--- src/rtl/alu_if.sv ---
// Handshake bundle between the decode stage, alu_pipe and the writeback register.
// The slave modport is the ALU's view; master is the upstream/downstream side.
interface alu_if #(
    parameter int unsigned WIDTH = 16
);
    logic             in_valid;
    logic             in_ready;
    logic [WIDTH-1:0] x;
    logic [WIDTH-1:0] y;
    logic             zx;
    logic             nx;
    logic             zy;
    logic             ny;
    logic             f;
    logic             no;
    logic             op_mul;
    logic             out_valid;
    logic             out_ready;
    logic [WIDTH-1:0] out;
    logic             zr;
    logic             ng;
    logic             ov;

    modport slave (
        input  in_valid, x, y, zx, nx, zy, ny, f, no, op_mul, out_ready,
        output in_ready, out_valid, out, zr, ng, ov
    );

    modport master (
        output in_valid, x, y, zx, nx, zy, ny, f, no, op_mul, out_ready,
        input  in_ready, out_valid, out, zr, ng, ov
    );
endinterface

--- src/rtl/alu_pipe.sv ---
// Registered Hack-style ALU with valid/ready handshake, signed-overflow flag and an
// optional WIDTH-cycle shift-add multiplier.
module alu_pipe #(
    parameter int unsigned WIDTH  = 16,
    parameter int unsigned MUL_EN = 1
) (
    input logic  clk,
    input logic  reset,
    alu_if.slave bus
);
    localparam int unsigned CntW = $clog2(WIDTH);
    localparam logic [CntW-1:0] CntLast = CntW'(WIDTH - 1);

    typedef enum logic [0:0] {StIdle, StMul} state_e;

    state_e           state_q, state_d;
    logic [CntW-1:0]  cnt_q;
    logic [WIDTH-1:0] acc_q, mcand_q, mplier_q;
    logic             no_q;
    logic             out_valid_q;
    logic [WIDTH-1:0] out_q;
    logic             zr_q, ng_q, ov_q;

    logic             op_mul_eff;
    logic             in_ready;
    logic             accept;
    logic             mul_done;
    logic [WIDTH-1:0] xa, ya, r, alu_out, prod, mul_out;
    logic             alu_ov;

    assign op_mul_eff = (MUL_EN != 0) ? bus.op_mul : 1'b0;

    always_comb begin
        xa = bus.zx ? '0 : bus.x;
        xa = bus.nx ? ~xa : xa;
        ya = bus.zy ? '0 : bus.y;
        ya = bus.ny ? ~ya : ya;
        r = bus.f ? (xa + ya) : (xa & ya);
        alu_out = bus.no ? ~r : r;
        alu_ov = bus.f && (xa[WIDTH-1] == ya[WIDTH-1]) && (r[WIDTH-1] != xa[WIDTH-1]);
        // One partial product per cycle: add the shifted multiplicand when the multiplier LSB is set.
        prod = acc_q + (mplier_q[0] ? mcand_q : '0);
        mul_out = no_q ? ~prod : prod;
    end

    always_comb begin
        state_d = state_q;
        in_ready = !reset && (state_q == StIdle) && (!out_valid_q || bus.out_ready);
        accept = bus.in_valid && in_ready;
        mul_done = 1'b0;
        unique case (state_q)
            StIdle: begin
                if (accept && op_mul_eff) begin
                    state_d = StMul;
                end
            end
            StMul: begin
                if (cnt_q == CntLast) begin
                    mul_done = 1'b1;
                    state_d = StIdle;
                end
            end
            default: state_d = StIdle;
        endcase
    end

    always_ff @(posedge clk) begin
        if (reset) begin
            state_q <= StIdle;
            cnt_q <= '0;
            acc_q <= '0;
            mcand_q <= '0;
            mplier_q <= '0;
            no_q <= 1'b0;
            out_valid_q <= 1'b0;
            out_q <= '0;
            zr_q <= 1'b0;
            ng_q <= 1'b0;
            ov_q <= 1'b0;
        end else begin
            state_q <= state_d;
            if (accept && !op_mul_eff) begin
                out_valid_q <= 1'b1;
                out_q <= alu_out;
                zr_q <= (alu_out == '0);
                ng_q <= alu_out[WIDTH-1];
                ov_q <= alu_ov;
            end else if (mul_done) begin
                out_valid_q <= 1'b1;
                out_q <= mul_out;
                zr_q <= (mul_out == '0);
                ng_q <= mul_out[WIDTH-1];
                ov_q <= 1'b0;
            end else if (bus.out_ready) begin
                out_valid_q <= 1'b0;
            end

            if (accept && op_mul_eff) begin
                acc_q <= '0;
                mcand_q <= xa;
                mplier_q <= ya;
                no_q <= bus.no;
                cnt_q <= '0;
            end else if (state_q == StMul) begin
                acc_q <= prod;
                mcand_q <= mcand_q << 1;
                mplier_q <= mplier_q >> 1;
                cnt_q <= cnt_q + CntW'(1);
            end
        end
    end

    assign bus.in_ready = in_ready;
    assign bus.out_valid = out_valid_q;
    assign bus.out = out_q;
    assign bus.zr = zr_q;
    assign bus.ng = ng_q;
    assign bus.ov = ov_q;
endmodule

--- src/flat_wrapper.sv ---
// flat-port wrapper written by rule: the top's interface ports become plain ports
module alu_pipe_flat 
#(
    parameter int unsigned WIDTH  = 16,
    parameter int unsigned MUL_EN = 1
)
  (clk, reset, bus_in_valid, bus_x, bus_y, bus_zx, bus_nx, bus_zy, bus_ny, bus_f, bus_no, bus_op_mul, bus_out_ready, bus_in_ready, bus_out_valid, bus_out, bus_zr, bus_ng, bus_ov);
  alu_if #(.WIDTH(WIDTH)) bus_i ();
  input logic clk;
  input logic reset;
  input wire logic [$bits(bus_i.in_valid)-1:0] bus_in_valid;
  input wire logic [$bits(bus_i.x)-1:0] bus_x;
  input wire logic [$bits(bus_i.y)-1:0] bus_y;
  input wire logic [$bits(bus_i.zx)-1:0] bus_zx;
  input wire logic [$bits(bus_i.nx)-1:0] bus_nx;
  input wire logic [$bits(bus_i.zy)-1:0] bus_zy;
  input wire logic [$bits(bus_i.ny)-1:0] bus_ny;
  input wire logic [$bits(bus_i.f)-1:0] bus_f;
  input wire logic [$bits(bus_i.no)-1:0] bus_no;
  input wire logic [$bits(bus_i.op_mul)-1:0] bus_op_mul;
  input wire logic [$bits(bus_i.out_ready)-1:0] bus_out_ready;
  output wire logic [$bits(bus_i.in_ready)-1:0] bus_in_ready;
  output wire logic [$bits(bus_i.out_valid)-1:0] bus_out_valid;
  output wire logic [$bits(bus_i.out)-1:0] bus_out;
  output wire logic [$bits(bus_i.zr)-1:0] bus_zr;
  output wire logic [$bits(bus_i.ng)-1:0] bus_ng;
  output wire logic [$bits(bus_i.ov)-1:0] bus_ov;
  assign bus_i.in_valid = bus_in_valid;
  assign bus_i.x = bus_x;
  assign bus_i.y = bus_y;
  assign bus_i.zx = bus_zx;
  assign bus_i.nx = bus_nx;
  assign bus_i.zy = bus_zy;
  assign bus_i.ny = bus_ny;
  assign bus_i.f = bus_f;
  assign bus_i.no = bus_no;
  assign bus_i.op_mul = bus_op_mul;
  assign bus_i.out_ready = bus_out_ready;
  assign bus_in_ready = bus_i.in_ready;
  assign bus_out_valid = bus_i.out_valid;
  assign bus_out = bus_i.out;
  assign bus_zr = bus_i.zr;
  assign bus_ng = bus_i.ng;
  assign bus_ov = bus_i.ov;
  alu_pipe #(.WIDTH(WIDTH), .MUL_EN(MUL_EN)) u_core (.clk(clk), .reset(reset), .bus(bus_i));
endmodule
--- config.mk ---
export PLATFORM = sky130hd
export DESIGN_NAME = alu_pipe_flat
export DESIGN_NICKNAME = d
export VERILOG_FILES = /design/src/rtl/alu_if.sv /design/src/rtl/alu_pipe.sv /design/src/flat_wrapper.sv
export SDC_FILE = /design/constraint.sdc
export NUM_CORES = 1
export LEC_CHECK = 0
export CAP_MARGIN = 20
export CORE_MARGIN = 2
export CORE_UTILIZATION = 45
export CTS_CLUSTER_DIAMETER = 120
export CTS_CLUSTER_SIZE = 30
export DETAILED_ROUTE_END_ITERATION = 7
export PLACE_DENSITY_LB_ADDON = 0.3
export SYNTH_ARGS = -nofsm -noshare
export SYNTH_HDL_FRONTEND = slang
export SYNTH_SLANG_ARGS = --single-unit
--- constraint.sdc ---
create_clock -name clk -period 6.35 [get_ports clk]
set_input_delay 1.27 -clock clk [delete_from_list [all_inputs] [get_ports clk]]
set_output_delay 1.27 -clock clk [all_outputs]
set_load 0.01 [all_outputs]
==> flow_summary.toml, run 1 <==
[status]
status = "complete, no violations"

[sta]
hold_slack_ns = 0.4511
skew_ns = 0.006700
fmax_mhz = 201.7
period_needed_ns = 4.958
fin_tns_setup_ns = 0
relSlewSlack = 0.2584
period_share = 0.7807
slew_viol_final = 0
setup_viol = 0
tightestPinTransition_ns = 1.111
rsz0062_at_grt = "no"
finalHoldViolCount = 0

[setup_path]
start_kind = "primary input"
path_max_fanout = 14
arrival_ns = 5.25
crit_top_cell = "xnor2_1"
path_cells = "clkdlybuf4s50_1 > xnor2_1 > ha_1 > inv_1 > fa_1 > or4_4 > a32oi_2 > nor2_1 > xnor2_1 > mux2i_1 > and4_1 > o2111ai_1 > nor4_2 > a21o_1"
path_buf_inv = 2
cp_data_required_time_ns = 6.64
cp-end-kind = "flop"
cpPeakStageDelay_ns = 0.79
slowest_stage = "clkdlybuf4s50_1"
setup.worst_path.class = "in2reg"
path_delay_family = "simple AND/OR/NAND/NOR gates"

[die]
ios = 64
rows = 41
chipWidth_um = 118.9
dieArea_mm2 = 0.01414
core_area_mm2 = 0.01277
die_h_um = 118.9
initial_core_util = 0.4651

[clock_tree]
cts_root_buf = "clkbuf_16"
htree_levels = 3
numCtsBuffers = 9
cts_tree = "done"
post_cts_buffers = 0
ctsHoldBuffers = 0
cts_resized = 0
cts_sinks = 73
insertion_delay_ns = 0.34
clk_pin_slew_ns = 0.06
cts.path.max_buffers = 2

[finish]
layout-drive-gt1-share = 0.05284
final_net_count = 851
fill_cells = 1169
synthToLayoutAreaGrowth_pct = 16.39
postLayoutCoreUtil = 0.5413
final_cells = 948
antenna-diode-count = 0

[logic_synthesis]
ys_seq_elements = 73
yosys.area.top_type_share = 0.2460
postSynth.asyncResetShare = 0
synth_nets = 815
synth_cell_types = 71
ys.flop_type = "dfxtp_1"
synthTopCellsByCount = "nor2_1 (120), dfxtp_1 (73), xnor2_1 (64), nand2_1 (58), a21oi_1 (37)"
avgSynthCellArea_um2 = 8.050
synth.most_common_cell = "nor2_1"
yosys_warnings = 0
synth_area_leader_cell = "dfxtp_1"
seq_area_frac_synth = 0.2460
synth-edff-count = 0
syn-cell-area_mm2 = 0.005941
syn_inst = 738
yosys-top-cells-area = "dfxtp_1 (25%), xnor2_1 (9.4%), nor2_1 (7.6%), ha_1 (6.7%), mux2i_1 (6.1%)"

[global_routing]
grt_pass1_wl_um = 25880
gr-total-overflow = 0
antenna_found_initial = 0
grt_pass1_vias = 4989
grt_max_degree = 79
grt_usage = 0.2293

[pwr]
total_power_w = 0.001442
pwr_density_cell_mw_per_mm2 = 208.5
p_leak_nw = 2.685
peakVddDrop_uv = 120.3

[place]
place.port_buffers = 63
gp_congestion = 0.9502
dpl.cell_count = 935
place_hpwl_um = 12520

[hold_path]
min_path_type = "reg2reg"

[job]
maxCapViolations = 0

[routing]
drt-vias-per-instance = 5.660
vias = 5366
ant_nets = 0
wl_per_cell_um = 17.32
drc_errors = 0
drtIter0Drc = 492
finalWirelength_um = 16420
drt_pre_antenna_iters = 5
power breakdown:
group          leakage (nW)  internal, W  switching [W]
Sequential            0.592     0.000476      0.0000142
Combinational          1.96     0.000203       0.000260
Clock                 0.133     0.000296       0.000192
path summary, 6_finish.rpt:
check	from	to	slack [ns]	cells after the start
worst max-delay path	bus_nx	u_core.bus.zr	1.39	14
worst min-delay path	u_core.bus.out[11]	u_core.bus.out[11]	0.45	2
worst max register to register	u_core.mplier_q[0]	u_core.bus.zr	2.55	15
worst min register to register	u_core.bus.out[11]	u_core.bus.out[11]	0.45	2
registers in the layout, indices dropped and copies added (netlist names):
signal,flops
u_core.acc_q,16
u_core.bus.out,16
u_core.mcand_q,16
u_core.mplier_q,16
u_core.cnt_q,4
u_core.bus.out_valid,1
u_core.bus.ov,1
u_core.bus.zr,1
u_core.no_q,1
u_core.state_q,1
metrics by stage:
stage	instance area, um^2	setup WS (ns)
after CTS	6914	1.434
final	6914	1.392
after global routing	6914	1.156
after floorplan	5941	1.713
after detailed placement	6641	1.098
after global placement	6641	1.248
layout make-up:
cell class | instances | area [um^2] | area share
flip-flops and latches | 73 | 1463 | 0.2115
clock inverters | 4 | 47.55 | 0.006877
multi-input cells | 609 | 4248 | 0.6144
clock buffers | 9 | 225.2 | 0.03257
repair buffers | 69 | 670.6 | 0.09700
inverters | 12 | 45.04 | 0.006515
well taps | 172 | 215.2 | 0.03113
routing by layer:
layer	share of wire	vias to the layer above	global-route usage	wire, um
li1	-	2655	-	-
met1	0.46	2513	0.3071	7515
met2	0.48	177	0.3865	7833
met3	0.047	21	0.03544	764
met4	0.019	0	0.05580	304
met5	0	-	0	0
logic make-up (layout without fill, tap and decap cells):
logic type | count (synthesis) | count (layout) | synth area share
and+or+nand+nor | 295 | 295 | 0.2424
muxes | 37 | 37 | 0.06255
DFF | 73 | 73 | 0.2460
AOI/OAI and AO/OA | 143 | 143 | 0.1740
buffers and inverters | 56 | 94 | 0.03896
adders and majority gates | 34 | 34 | 0.07414
xor gates and xnor gates | 100 | 100 | 0.1620
worst reg2reg max path: cells and delay by family, from the launching register on:
kind / cells / cell delay [ns]
buffers and inverters: 1 / 0.07
XOR/XNOR: 1 / 0.36
multiplexers: 1 / 0.23
flip-flops: 1 / 0.61
adder cells (fa/ha/maj): 2 / 0.66
AND/OR/NAND/NOR: 2 / 0.42
AO/OA/AOI/OAI: 8 / 1.34
cell usage in the layout, fill, tap and decap left out, drive strengths merged, types with 5 or more instances in the layout:
cell,n
a211oi,13
a21o,7
a21oi,37
a221oi,28
a22oi,5
and2,14
and2b,6
buf,7
clkbuf,9
clkdlybuf4s50,62
dfxtp,73
ha,32
inv,12
mux2i,36
nand2,58
nand2b,37
nand3,10
nand4,6
nor2,120
nor2b,6
nor3,9
o2111ai,5
o21a,8
o21ai,16
o22ai,5
xnor2,66
xor2,31
Power figures use the tool's default switching activity.
==> run 2, diff against run 1 <==
clock period = 4 ns   (was 6.35 ns; I/O delays follow)
==> flow_summary.toml, run 2 (synthesis gave the netlist of run 1 again) <==
[hold_path]
min_path_type = "reg2reg"

[routing]
drt_pre_antenna_iters = 5
vias = 5787
finalWirelength_um = 17400
drt-vias-per-instance = 5.591
drtIter0Drc = 530
wl_per_cell_um = 16.81
drc_errors = 0
ant_nets = 0

[sta]
tightestPinTransition_ns = 1.076
relSlewSlack = 0.2814
period_share = 0.9642
skew_ns = 0.008924
period_needed_ns = 3.857
setup_viol = 0
hold_slack_ns = 0.4579
fmax_mhz = 259.3
worst_slack_ns = 0.1433
finalHoldViolCount = 0
slew_viol_final = 0

[pwr]
peakVddDrop_uv = 279.6
pwr_density_cell_mw_per_mm2 = 321.9
p_leak_nw = 3.179

[finish]
final_common_cell = "nor2_1"
design_area_mm2 = 0.007660
postLayoutCoreUtil = 0.5997
fill_cells = 1135
layout-drive-gt1-share = 0.1634
antenna-diode-count = 0
synthToLayoutAreaGrowth_pct = 28.94
final_cell_mix = "nor2_1 (120), buf_4 (88), dfxtp_1 (72)"
final_net_count = 935

[global_routing]
grt_max_degree = 77
gr-total-overflow = 0
antenna_found_initial = 0
grt_pass1_wl_um = 27730
grt_usage = 0.2445
grt_pass1_vias = 5540

[job]
maxCapViolations = 0

[setup_path]
setup.worst_path.class = "in2reg"
arrival_ns = 4.14
start_kind = "primary input"
path_max_fanout = 3
cp_data_required_time_ns = 4.29
cp-end-kind = "flop"

[place]
place_hpwl_um = 13460
place_area_mm2 = 0.007242
gp_congestion = 0.9204
place.port_buffers = 63
pre_cts_slack_ns = -0.3543

[die]
chipWidth_um = 118.9
ios = 64
rows = 41
dieArea_mm2 = 0.01414
initial_core_util = 0.4651
core_area_mm2 = 0.01277
die_h_um = 118.9

[clock_tree]
cts_sinks = 73
cts_tree = "done"
htree_levels = 3
numCtsBuffers = 9
insertion_delay_ns = 0.34
cts_root_buf = "clkbuf_16"
clk_pin_slew_ns = 0.06
cts.path.max_buffers = 2

[status]
status = "complete, no violations"
[run 2: cell types whose count changed in the layout (fill, tap and decap cells not counted), moves of 3 or more]
cell	previous run	this run
buf_4	6	88
clkdlybuf4s50_1	62	57
dlymetal6s2s_1	0	5
xnor2_2	1	5
inv_6	0	3
xnor2_1	64	60
[run 2: per-layer routing]
metal	up-vias	GRT usage	share of wire
li1	2830	-	-
met1	2728	0.3155	0.44
met2	197	0.4106	0.48
met3	32	0.03544	0.049
met4	0	0.09673	0.029
met5	-	0	0
[run 2: final timing paths]
kind | from | to | slack [ns] | depth (start not counted)
worst min register to register | u_core.bus.out[7] | u_core.bus.out[7] | 0.46 | 2
worst min-delay path | u_core.bus.out[7] | u_core.bus.out[7] | 0.46 | 2
worst max-delay path | bus_y[0] | u_core.bus.zr | 0.14 | 15
worst max register to register | u_core.mplier_q[0] | u_core.bus.zr | 0.40 | 15
[run 2: what timing repair did]
item,4_1_cts,5_1_grt
pin swaps,0,8
resized for setup,1,20
hold buffers,0,0
endpoints found under the setup margin,1,8
buffers inserted,0,4
[run 2: metrics by stage]
| step | total power (W) | std cells | setup TNS, ns |
|---|---|---|---|
| 2_1_floorplan | 0.001311 | 738 | 0 |
| 3_3_place_gp | 0.001641 | 1015 | -1.319 |
| 3_5_place_dp | 0.001655 | 1015 | -2.206 |
| 4_1_cts | 0.002445 | 1031 | 0 |
| 5_1_grt | 0.002587 | 1035 | -0.01008 |
| 6_report | 0.002465 | 1035 | 0 |
[run 2: final cells by class]
type | instances | area [um^2] | share of cell area
Timing Repair Buffer | 153 | 1321 | 0.1725
Inverter | 12 | 45.04 | 0.005880
Sequential cell | 73 | 1463 | 0.1910
Multi-Input combinational cell | 609 | 4330 | 0.5653
Tap cell | 172 | 215.2 | 0.02810
Clock inverter | 7 | 60.06 | 0.007841
Clock buffer | 9 | 225.2 | 0.02940
[run 2: power by group]
group / internal (W) / switching (W) / total (W) / leakage, nW
sequential: 0.000755 / 0.0000219 / 0.000777 / 0.592
clock: 0.000431 / 0.000356 / 0.000787 / 0.131
combinational: 0.000456 / 0.000446 / 0.000901 / 2.46
total: 0.00164 / 0.000824 / 0.00247 / 3.18
[run 2: critical path, stage by stage]
cell and delay, ns:
clkdlybuf4s50_1 0.51, nand2b_4 0.06, xnor2_2 0.15, ha_2 0.21
inv_1 0.05, fa_1 0.39, or4_4 0.53, a32oi_2 0.25
nor2_1 0.08, xnor2_1 0.12, mux2i_1 0.22, and4_1 0.22
o2111ai_1 0.14, nor4_2 0.27, a21o_1 0.14
==> run 3, diff against run 2 <==
CAP_MARGIN = default   (was 20)
==> results of run 3 <==
No change in the layout: final DEF, timing and power equal those of run 2.
